===== config.mk =====
export PLATFORM = sky130hd
export DESIGN_NAME = smart_led_frame_transmitter
export DESIGN_NICKNAME = d
export VERILOG_FILES = /design/src/rtl/smart_led_frame_transmitter.sv
export SDC_FILE = /design/constraint.sdc
export NUM_CORES = 1
export LEC_CHECK = 0
export CAP_MARGIN = 20
export CORE_MARGIN = 8
export CORE_UTILIZATION = 50
export CTS_CLUSTER_SIZE = 12
export DETAILED_ROUTE_END_ITERATION = 10
export HOLD_SLACK_MARGIN = 0.1
export PLACE_DENSITY = 0.8
export SLEW_MARGIN = 20
export SYNTH_ARGS = -nofsm -noshare
export SYNTH_HDL_FRONTEND = slang
export SYNTH_SLANG_ARGS = --single-unit

===== constraint.sdc =====
create_clock -name clk -period 6.9 [get_ports clk]
set_input_delay 1.035 -clock clk [delete_from_list [all_inputs] [get_ports clk]]
set_output_delay 1.035 -clock clk [all_outputs]
set_load 0.01 [all_outputs]

===== src/rtl/smart_led_frame_transmitter.sv =====
// smart_led_frame_transmitter: Manchester-coded single-wire LED word sender.
// Define PARITY_EN to append an even-parity bit after every word.
module smart_led_frame_transmitter #(
  parameter int HALF_BIT  = 8,
  parameter int GAP_BITS  = 4,
  parameter int WORD_BITS = 32
) (
  input  logic                 clk,
  input  logic                 rst,
  input  logic [WORD_BITS-1:0] in_data,
  input  logic                 in_last,
  input  logic                 in_valid,
  output logic                 in_ready,
  output logic                 out_data,
  output logic                 out_enable,
  output logic                 busy,
  output logic [7:0]           word_count
);

  localparam int IDXW = $clog2(WORD_BITS);
  localparam int GAPW = $clog2(2 * GAP_BITS);

  localparam logic [2:0] S_IDLE  = 3'd0;
  localparam logic [2:0] S_LEAD  = 3'd1;
  localparam logic [2:0] S_SHIFT = 3'd2;
  localparam logic [2:0] S_TAIL  = 3'd3;
`ifdef PARITY_EN
  localparam logic [2:0] S_PARITY = 3'd4;
`endif

  localparam logic [7:0] HB_LAST = 8'(HALF_BIT - 1);
  localparam logic [7:0] HB_PRE  = 8'(HALF_BIT - 2);
  localparam logic [GAPW-1:0] GAP_LAST = GAPW'(2 * GAP_BITS - 1);
  localparam logic [IDXW-1:0] IDX_TOP  = IDXW'(WORD_BITS - 1);

  logic [2:0]           r_state;
  logic [WORD_BITS-1:0] r_shreg;
  logic                 r_last;
  logic                 r_phase;
  logic                 r_pre;
  logic                 r_ready;
  logic                 r_data;
  logic                 r_oe;
  logic                 r_busy;
  logic [7:0]           r_hc;
  logic [7:0]           r_wc;
  logic [GAPW-1:0]      r_gap;
  logic [IDXW-1:0]      r_idx;
`ifdef PARITY_EN
  logic                 r_par;
`endif

  logic w_hb_end;
  logic w_gap_end;
  logic w_xfer;
  logic w_final;
  logic w_bit;
  logic w_word_end;
  logic w_ready_next;

  assign w_hb_end  = (r_hc == HB_LAST);
  assign w_gap_end = (r_gap == GAP_LAST);
  assign w_xfer    = in_valid && r_ready;

  // The final Manchester bit of a word is bit 0, or the parity bit.
`ifdef PARITY_EN
  assign w_final = (r_state == S_PARITY);
  assign w_bit   = w_final ? r_par : r_shreg[WORD_BITS-1];
`else
  assign w_final = (r_state == S_SHIFT) && (r_idx == '0);
  assign w_bit   = r_shreg[WORD_BITS-1];
`endif

  assign w_word_end   = w_final && r_phase && w_hb_end;
  assign w_ready_next = w_final && r_phase &&
                        (r_hc == HB_PRE) && !r_last;

  assign in_ready   = r_ready;
  assign out_data   = r_data;
  assign out_enable = r_oe;
  assign busy       = r_busy;
  assign word_count = r_wc;

  // Frame sequencer; line registers always hold the level being driven now.
  always_ff @(posedge clk or posedge rst) begin
    if (rst) begin
      r_state <= S_IDLE;
      r_shreg <= '0;
      r_last  <= 1'b0;
      r_phase <= 1'b0;
      r_pre   <= 1'b0;
      r_ready <= 1'b0;
      r_data  <= 1'b0;
      r_oe    <= 1'b0;
      r_busy  <= 1'b0;
      r_hc    <= '0;
      r_wc    <= '0;
      r_gap   <= '0;
      r_idx   <= '0;
`ifdef PARITY_EN
      r_par   <= 1'b0;
`endif
    end else begin
      case (r_state)
        S_IDLE: begin
          r_oe   <= 1'b0;
          r_data <= 1'b0;
          if (w_xfer) begin
            r_shreg <= in_data;
            r_last  <= in_last;
`ifdef PARITY_EN
            r_par   <= ^in_data;
`endif
            r_wc    <= 8'd1;
            r_busy  <= 1'b1;
            r_pre   <= 1'b1;
            r_hc    <= '0;
            r_gap   <= '0;
            r_ready <= 1'b0;
            r_state <= S_LEAD;
          end else begin
            r_ready <= 1'b1;
          end
        end
        S_LEAD: begin
          if (r_pre) begin
            r_pre <= 1'b0;
            r_oe  <= 1'b1;
          end else if (!w_hb_end) begin
            r_hc <= r_hc + 8'd1;
          end else begin
            r_hc <= '0;
            if (w_gap_end) begin
              r_state <= S_SHIFT;
              r_data  <= ~r_shreg[WORD_BITS-1];
              r_idx   <= IDX_TOP;
              r_phase <= 1'b0;
            end else begin
              r_gap <= r_gap + 1'b1;
            end
          end
        end
        S_TAIL: begin
          if (!w_hb_end) begin
            r_hc <= r_hc + 8'd1;
          end else begin
            r_hc <= '0;
            if (w_gap_end) begin
              r_state <= S_IDLE;
              r_oe    <= 1'b0;
              r_busy  <= 1'b0;
            end else begin
              r_gap <= r_gap + 1'b1;
            end
          end
        end
        default: begin
          if (w_word_end) begin
            r_ready <= 1'b0;
            r_hc    <= '0;
            if (w_xfer) begin
              r_shreg <= in_data;
              r_last  <= in_last;
`ifdef PARITY_EN
              r_par   <= ^in_data;
`endif
              r_idx   <= IDX_TOP;
              r_phase <= 1'b0;
              r_data  <= ~in_data[WORD_BITS-1];
              r_state <= S_SHIFT;
              if (r_wc != 8'hFF) begin
                r_wc <= r_wc + 8'd1;
              end
            end else begin
              r_state <= S_TAIL;
              r_data  <= 1'b0;
              r_gap   <= '0;
            end
          end else if (!w_hb_end) begin
            r_hc <= r_hc + 8'd1;
            if (w_ready_next) begin
              r_ready <= 1'b1;
            end
          end else begin
            r_hc <= '0;
            if (!r_phase) begin
              r_phase <= 1'b1;
              r_data  <= w_bit;
            end else if (r_idx != '0) begin
              r_idx   <= r_idx - 1'b1;
              r_phase <= 1'b0;
              r_shreg <= r_shreg << 1;
              r_data  <= ~r_shreg[WORD_BITS-2];
            end
`ifdef PARITY_EN
            else begin
              r_state <= S_PARITY;
              r_phase <= 1'b0;
              r_data  <= ~r_par;
            end
`endif
          end
        end
      endcase
    end
  end

endmodule


# After elaboration in Yosys (flattened, before gate mapping)
# Index checks and enable logic that the tools add are counted.
op_classes:
  n_mul: 0
  n_bitwise: 6
  n_shift: 0
  magnitude_cmp: 0
  n_reduce_logical: 38
  n_addsub: 4
  n_mux: 72
  eq_ne: 18
  div: 0
ops:
  columns: ["cell", "n"]
  rows:
  - ["32-bit two-way mux", 5]
  - ["8-bit two-way mux", 8]
  - ["32-bit case mux with 2 select lines", 1]
  - ["5-bit two-way mux", 8]
  - ["3-bit two-way mux", 13]
  - ["1-bit two-way mux", 25]
  - ["8-bit case mux with 3 select lines", 1]
  - ["3-bit nonzero test", 7]
  - ["4-bit AND reduction", 5]
  - ["3-bit case mux with 3 select lines", 2]
  - ["8-bit by 1-bit adder with 8-bit output (second input constant)", 2]
  - ["8-bit by 3-bit equality test with 1-bit output (second input constant)", 2]
  - ["8-bit case mux with 2 select lines", 1]
  - ["2-bit inequality test (second input constant)", 7]
  - ["6-bit AND reduction", 2]
  - ["1-bit case mux with 2 select lines", 5]
  - ["5-bit case mux with 2 select lines", 1]
  - ["2-bit nonzero test", 5]
  - ["8-bit inequality test (second input constant)", 1]
  - ["8-bit AND reduction", 1]
  - ["7-bit AND reduction", 1]
  - ["3-bit by 2-bit equality test with 1-bit output (second input constant)", 2]
  - ["1-bit logical AND", 6]
  - ["1-bit inverter", 6]
  - ["other kinds (17)", 21]
totals:
  n_memories: 0
  wordCells: 151
  reg_bits: 66
  out_inout_bits: 12
  latchBits: 0
  in_bits: 36
  ram_bits: 0
  mem_bits_ro: 0

# Logic depth before layout (Yosys ltp)
# Gate-level depths: netlist of run 1.
logic_depth:
  depth_word: 9
  ltp_mapped: 10
  depth_no_buf: 7

# Worst setup path after synthesis of run 1
# OpenSTA, ideal clock, no wires.
synth_timing:
  path_type: "register to register"
  from: "register r_idx[0]"
  to: "register r_gap[0]"
  path_buffers: 1
  synth_period_minus_slack_ps: 2613
  stages_incl_launch_ff: 9
  setup_slack_ps: 4287
  arrival_ps: 2489
  setup_ps: 125
  t_required_ps: 6775
  path_cell_list: "dfrtp_1 -> inv_1 -> ha_1 -> or4b_1 -> buf_2 -> nor4_1 -> a21boi_1 -> o31ai_1 -> mux2_2"
synth_between:
  elab_chain_cells: 6
synth_lines:
  columns: ["element", "line", "text"]
  rows:
  - ["from (decl)", "48", "logic [IDXW-1:0] r_idx;"]
  - ["from (signal assigned)", "190", "r_idx <= r_idx - 1'b1;"]
  - ["5-bit zero test", "70", "assign w_final = (r_state == S_SHIFT) && (r_idx == '0);"]
  - ["1-bit logical AND", "70", null]
  - ["1-bit logical AND (2 in a row)", "74", "assign w_word_end = w_final && r_phase && w_hb_end;"]
  - ["4-bit nonzero test (no source line)", null, null]
  - ["4-bit AND reduction (no source line)", null, null]
  - ["to (signal assigned)", "139", "r_gap <= r_gap + 1'b1;"]
  - ["to (signal assigned)", "153", "r_gap <= r_gap + 1'b1;"]
  - ["to (decl)", "47", "logic [GAPW-1:0] r_gap;"]
# No other way between the ends.
# A chain may end at the register's enable or synchronous reset.

# Worst setup path after layout of run 1
layout_timing:
  from: "register r_state[1]"
  to: "register r_shreg[14]"
layout_between:
  elab_chain_cells: 6
  elab_cells_between_ends: 15
  cone_classes: "3 x eq/ne; 2 x mux; 1 x bitwise; 9 x reduce/logical"
layout_lines:
  columns: ["element", "line", "text"]
  rows:
  - ["from (decl)", "36", "logic [2:0] r_state;"]
  - ["from (signal assigned)", "87", "r_state <= S_IDLE;"]
  - ["from (signal assigned)", "120", "r_state <= S_LEAD;"]
  - ["from (signal assigned)", "134", "r_state <= S_SHIFT;"]
  - ["3-bit by 2-bit equality test with 1-bit output", "70", null]
  - ["1-bit logical AND", "70", null]
  - ["1-bit logical AND (2 in a row)", "74", null]
  - ["32-bit two-way mux or 3-bit nonzero test (tied branches)", null, null]
  - ["32-bit case mux with 2 select lines or 4-bit AND reduction (tied branches)", null, null]
  - ["to (signal assigned)", "109", "r_shreg <= in_data;"]
  - ["to (signal assigned)", "162", "r_shreg <= in_data;"]
  - ["to (signal assigned)", "192", "r_shreg <= r_shreg << 1;"]
  - ["to (decl)", "37", "logic [WORD_BITS-1:0] r_shreg;"]
# Parallel ways exist; a longest one is shown, timed or not.

==> results of run 1 <==
==> how the worst max path moves through the flow <==
| stage | to | slack (ns) | depth (start not counted) |
|---|---|---|---|
| after floorplan | busy | 4.24 | 1 |
| after global placement | r_shreg[2] | 3.24 | 8 |
| after detailed placement | r_shreg[28] | 3.26 | 8 |
| after CTS | r_shreg[28] | 3.27 | 8 |
| after global routing | r_shreg[16] | 3.39 | 8 |
| final | r_shreg[14] | 3.64 | 8 |
==> sequential cells by signal (all words and copies together) (netlist names) <==
name / count
r_shreg: 32
r_hc: 8
word_count: 8
r_idx: 5
r_gap: 3
r_state: 2
busy: 1
in_ready: 1
out_data: 1
out_enable: 1
r_last: 1
r_phase: 1
r_pre: 1
==> stage by stage <==
step | instance area, sq um | hold WS, ns
floorplan | 3410 | 0.475
global placement | 3940 | 0.495
detailed placement | 3950 | 0.505
CTS | 4170 | 0.522
global route | 4180 | 0.555
finish | 4180 | 0.524
==> worst reg2reg max path: cells and delay by family, from the launching register on <==
| kind | cells | cell delay (ns) |
|---|---|---|
| buffers and inverters | 2 | 0.42 |
| and+or+nand+nor | 2 | 0.74 |
| DFF | 1 | 0.38 |
| AOI/OAI and AO/OA | 3 | 1.25 |
| adders and majority gates | 1 | 0.38 |
==> cell families (layout without fill, tap and decap cells) <==
group,Yosys count,in the layout,synth area share (%)
buf+inv,37,84,4.45
flops,65,65,47.8
mux,11,11,3.45
simple gates,91,91,13.7
compound gates,132,132,26.6
fa+ha+maj,11,11,4.04
==> synth_stat cells (2+ instances only) <==
cell / count
a21boi_1: 2
a21o_1: 2
a21oi_1: 14
a2bb2oi_1: 31
a31oi_1: 4
and3_1: 8
buf_2: 4
clkbuf_1: 16
dfrtp_1: 65
ha_1: 11
inv_1: 16
mux2_2: 6
mux2i_1: 5
nand2_1: 27
nand2b_1: 2
nand3_1: 9
nand4_1: 2
nor2_1: 15
nor2b_1: 4
nor3_1: 6
nor4_1: 5
o21ai_0: 22
o22ai_1: 33
o31ai_1: 12
o41ai_1: 2
or3_1: 6
==> layer usage <==
layer	GRT usage, %	vias up	wire length [um]
met1	22.2	1455	3760
met5	0	-	0
met3	4.93	11	467
li1	-	1406	-
met2	25.1	93	3640
met4	6.97	0	156
==> power groups by stage <==
stage / combinational [mW] / clock (mW) / sequential [mW]
after floorplan: 0.00739 / 0 / 0.388
after global placement: 0.0313 / 0 / 0.388
after detailed placement: 0.0312 / 0 / 0.388
after CTS: 0.0312 / 0.367 / 0.381
after global routing: 0.0335 / 0.385 / 0.381
final: 0.0305 / 0.361 / 0.381
==> layout make-up <==
cell class,instances,area [sq um],area share [%]
tap,80,100,2.40
sequential,65,1630,38.9
inverter,16,60.1,1.44
timing repair buffer,52,512,12.3
multi-input combinational,245,1660,39.7
clock inverter,5,78.8,1.89
clock buffer,11,141,3.39
==> summary.txt, run 1 <==
Place
  – Post-Place Cells: 458
  – I/O Buffers: 47
  – Pre-CTS WS: 3.26 ns
  – HPWL after detailed placement: 5440 um
  – GPL Wtd Cong: 0.872

Logic synthesis
  – Post-synth ARST share: 100%
  – Synthesized area: 0.00341 sq mm
  – Seq/Total Area, Yosys: 47.8%
  – Post-synth EDFFs: 0
  – Synth top area share: 47.8%
  – Top cells by area, synth: dfrtp_1 (48%), a2bb2oi_1 (8.0%), o22ai_1 (6.1%)
  – Syn avg cell area: about 10 sq um
  – Largest area contributor in the netlist: dfrtp_1
  – Dominant synthesized flop cell: dfrtp_1
  – Register bit total from synthesis: 65
  – Yosys warnings: 0
  – Synthesized Nets: between 300 and 400
  – Synth unique cells: 44
  – Cells after synthesis: 347

Cells and area
  – Fin cells: ~470
  – Diodes inserted: 0
  – NumNets Final: ~440
  – Commonest cells after routing, fill and taps aside: dfrtp_1 (65), clkdlybuf4s50_1 (47), o22ai_1 (33), a2bb2oi_1 (31), nand2_1 (26)
  – Layout area overhead: 22.6%
  – Finished Core Util: between 60% and 70%
  – Fill cells: 560
  – Share of cells above drive strength 1: 9.14%
  – Commonest non-fill, non-tap cell in the layout: dfrtp_1

Power and ir drop
  – Combinational share of power: under 10%
  – Switching share of power: ~21%
  – Leak pwr: 1.84 nW
  – Power consumption: 0.773 mW
  – Sw power: 0.160 mW
  – PD cells: between 150 and 200 mW/mm^2
  – Internal Power: just over 0.6 mW
  – Sequential power share: approximately half
  – Worst VDD drop: around 0.000096 V
  – Clk pwr share: 46.8%

Detailed routing
  – Drt first-iter violations: between 150 and 200
  – DRT Pass-1 Iters: 4
  – Detailed-route via count: slightly below 3000
  – Routed Antenna Nets: 0
  – WL final: 8030 um
  – Per-cell routed wire length: roughly 17 um
  – Vias/cell: 6.26
  – Drt drc: 0

Clock network
  – Clock sink total: 65
  – H-tree depth: 3
  – Clock tree buffer depth: 2
  – CTS tree: done
  – Clock root buffer: clkbuf_8
  – Num CTS Buffers: 9
  – Post-CTS sizing: 0
  – Post-CTS Setup Bufs: 0
  – Skew-Pair Late Insertion Delay: 0.35 ns
  – Clock transition at the registers of the reported paths: 0.07 ns
  – Hold_buf cts: 0

Worst setup path
  – CP max FO: 22
  – R2r setup slk: 3.64 ns
  – CP peak stage delay: 0.56 ns
  – Setup crit end kind: flip-flop
  – WS Path Type: flip-flop to flip-flop
  – Critical path's slowest cell: nor2_1
  – Worst path cell trace: inv_1, ha_1, nor2_1, nand2_1, o31ai_4, a21boi_2, buf_4, a2bb2oi_1
  – Arrival time worst endpoint: roughly 3.5 ns
  – Buf/Inv on CP: 2
  – Worst R2R End: r_shreg[14]
  – CP Launch Point: r_state[1]
  – CP Launch Type: flip-flop
  – Largest delay share family, worst path: compound AO/OA/AOI/OAI gates
  – R2R Path Start: r_state[1]
  – Worst EP required: slightly above 7 ns
  – Reg2reg path depth: 8

Floorplanning
  – # rows: 30
  – Core area: 0.00668 sq mm
  – Die width: 98.5 um
  – Die height: between 90 and 100 um
  – Full die area: 0.00971 sq mm
  – Starting Density: about half
  – IO Count: 48

Timing
  – Slew headroom: 46.3%
  – Setup ws final: 3.64 ns
  – Final min period: 3.26 ns
  – Sum Neg Setup Slack: 0 ns
  – Final setup viols: 0
  – Pin slew with the least headroom to its limit: 0.805 ns
  – Fin. Hold Viols: 0
  – Fmax: 307 MHz
  – Final Skew: 0.0112 ns
  – Post-route clock period utilization: approximately 47%
  – Max Slew Vio Count: 0
  – RSZ-0062 raised after global routing: no

Global routing
  – GRT Util Overall: 16.8%
  – Largest net degree at the start of global routing: 66
  – Vias in the first global route: 2907
  – Initial antenna violation count: 0
  – Grt ovf: 0
  – First-pass GRT wire length: 13500 um

Job
  – Max cap viols: 0

Status
  – Status: completed

Min path
  – WHS Path Cells: 1
  – HP Class: flip-flop to flip-flop
  – Hold path start: r_last
  – Hold Path End: r_last
Power figures use the tool's default switching activity.
==> run 2, diff against run 1 <==
==> constraint.sdc (replaced) <==
create_clock -name clk -period 3.24 [get_ports clk]
set_input_delay 0.486 -clock clk [delete_from_list [all_inputs] [get_ports clk]]
set_output_delay 0.486 -clock clk [all_outputs]
set_load 0.01 [all_outputs]
==> run 2 against run 1 <==
Against the previous run: maximum frequency is 17% higher; hold slack worse by 0.11 ns; via count is 0.67% lower; setup slack worse by 3.2 ns; sequential power is 110% higher; flip-flop and latch count stayed put; critical path depth is 1 lower; power is 120% higher; die area stayed put; cell count is 0.84% higher; largest power group is now clock.
==> summary.txt, run 2 (same netlist as run 1, synthesis figures left out) <==
Clock network
  – Post-CTS sizing: 0 (unchanged)
  – Clock root buffer: clkbuf_8 (unchanged)
  – Clock transition at the registers of the reported paths: 0.07 ns (about the same)
  – Num CTS Buffers: 9 (unchanged)
  – H-tree depth: 3 (unchanged)
  – CTS tree: done (unchanged)
  – Post-CTS Setup Bufs: 0 (unchanged)
  – Hold_buf cts: 0 (unchanged)
  – Skew-Pair Late Insertion Delay: 0.34 ns (was 0.35 ns)
  – Clock sink total: 65 (unchanged)
  – Clock tree buffer depth: 2 (unchanged)

Timing
  – RSZ-0062 raised after global routing: no (unchanged)
  – Final setup viols: 0 (unchanged)
  – Fin. Hold Viols: 0 (unchanged)
  – Pin slew with the least headroom to its limit: 0.681 ns (was 0.805 ns)
  – Fmax: 358 MHz (was 307 MHz)
  – Final Skew: 0.00924 ns (was 0.0112 ns)
  – Sum Neg Setup Slack: 0 ns (unchanged)
  – Final min period: 2.79 ns (was 3.26 ns)
  – Post-route clock period utilization: 86.1% (was 47.2%)
  – Max Slew Vio Count: 0 (unchanged)
  – Setup ws final: 0.450 ns (was 3.64 ns)
  – Slew headroom: 54.1% (was 46.3%)
  – Final hold slack: 0.417 ns (was 0.524 ns)

Cells and area
  – Diodes inserted: 0 (unchanged)
  – Commonest cells after routing, fill and taps aside: dfrtp_1 (65), clkdlybuf4s50_1 (47), o22ai_1 (33), a2bb2oi_1 (31), nand2_1 (27) (was dfrtp_1 (65), clkdlybuf4s50_1 (47), o22ai_1 (33), a2bb2oi_1 (31), nand2_1 (26))
  – NumNets Final: 440 (was 436)
  – Commonest non-fill, non-tap cell in the layout: dfrtp_1 (unchanged)
  – Fin cells: 478 (was 474)
  – Max reg flops: 32 (unchanged)
  – Share of cells above drive strength 1: 9.55% (was 9.14%)
  – Fill cells: 564 (was 560)
  – Layout area overhead: 24.2% (was 22.6%)
  – Largest Register: r_shreg (unchanged)

Detailed routing
  – M1 wire length: 3650 um (was 3760 um)
  – Per-cell routed wire length: 16.7 um (was 16.9 um)
  – Vias/cell: 6.16 (was 6.26)
  – Routed Antenna Nets: 0 (unchanged)
  – DRT Pass-1 Iters: 4 (unchanged)
  – Detailed-route via count: 2945 (was 2965)
  – WL final: 8000 um (was 8030 um)
  – Met3 wire len: 385 um (was 467 um)
  – Uppermost routed layer: met4 (unchanged)
  – Met2 WL post-DR: 3730 um (was 3640 um)
  – Drt first-iter violations: 136 (was 157)
  – Drt drc: 0 (unchanged)

Floorplanning
  – Full die area: 0.00971 sq mm (unchanged)
  – # rows: 30 (unchanged)
  – Die height: 98.5 um (unchanged)
  – Core area: 0.00668 sq mm (unchanged)
  – Die width: 98.5 um (unchanged)
  – Starting Density: 51.0% (unchanged)
  – IO Count: 48 (unchanged)

Global routing
  – Initial antenna violation count: 0 (unchanged)
  – Grt ovf: 0 (unchanged)
  – GRT Util Overall: 17.0% (was 16.8%)
  – Vias in the first global route: 2973 (was 2907)
  – First-pass GRT wire length: 13800 um (was 13500 um)
  – Largest net degree at the start of global routing: 53 (was 66)

Worst setup path
  – CP Launch Type: flip-flop (unchanged)
  – Arrival time worst endpoint: 3.01 ns (was 3.53 ns)
  – Worst EP required: 3.46 ns (was 7.17 ns)
  – R2r setup slk: 0.45 ns (was 3.64 ns)
  – Setup crit end kind: flip-flop (unchanged)
  – WS Path Type: flip-flop to flip-flop (unchanged)
  – CP max FO: 9 (was 22)

Power and ir drop
  – PD cells: 407 mW/mm^2 (was 185 mW/mm^2)
  – Leak pwr: 1.87 nW (was 1.84 nW)
  – Worst VDD drop: 0.000265 V (was 0.0000960 V)

Status
  – Status: completed (unchanged)

Place
  – Pre-CTS WS: 0.488 ns (was 3.26 ns)
  – I/O Buffers: 47 (unchanged)
  – GPL Wtd Cong: 0.843 (was 0.872)
  – Post-Place Cells: 462 (was 458)
  – HPWL after detailed placement: 5640 um (was 5440 um)

Min path
  – HP Class: input port to async pin (was flip-flop to flip-flop)

Job
  – Max cap viols: 0 (unchanged)
## run 2: worst paths after layout
path	cells past startpoint	from	end
setup / recovery	7	r_idx[0]	word_count[0]
hold / removal	2	rst	r_shreg[19]
setup reg to reg	7	r_idx[0]	word_count[0]
hold reg to reg	1	r_hc[6]	r_hc[6]
max in group asynchronous	3	rst	r_shreg[1]
min in group clk	1	r_hc[6]	r_hc[6]
## run 2: through the flow
step	utilization, %	area, sq um	total power [mW]
floorplan	-	3410	0.842
global placement	59.7	3990	0.894
detailed placement	59.7	3990	0.895
CTS	63.3	4230	1.73
global route	63.3	4230	1.77
finish	63.3	4230	1.72
## run 2: routing by layer
metal  track usage [%]  vias up
met1              22.0     1421
li1                  -     1416
met2              25.9       85
met3              4.37       23
met5                 0        -
met4              8.26        0
## run 2: critical path, stage by stage, from the launching register on
cell     delay (ns)
dfrtp_1        0.40
inv_1          0.10
ha_1           0.14
or4b_1         0.56
or4_4          0.64
a21oi_2        0.41
o21ai_2        0.13
mux2_2         0.29
## run 2: report_power, final
| group | switching (mW) | internal, mW | total, mW |
|---|---|---|---|
| sequential | 0 | 0.811 | 0.811 |
| clock | 0.314 | 0.531 | 0.846 |
| combinational | 0.0252 | 0.0415 | 0.0667 |
## run 2: area by class of cell
class                           count  area [sq um]  share of cell area [%]
Clock inverter                      5           103                    2.43
Timing Repair Buffer               56           551                    13.0
Clock buffer                       11           141                    3.34
Sequential cell                    65          1630                    38.5
Tap cell                           80           100                    2.37
Multi-Input combinational cell    245          1650                    39.0
Inverter                           16          60.1                    1.42
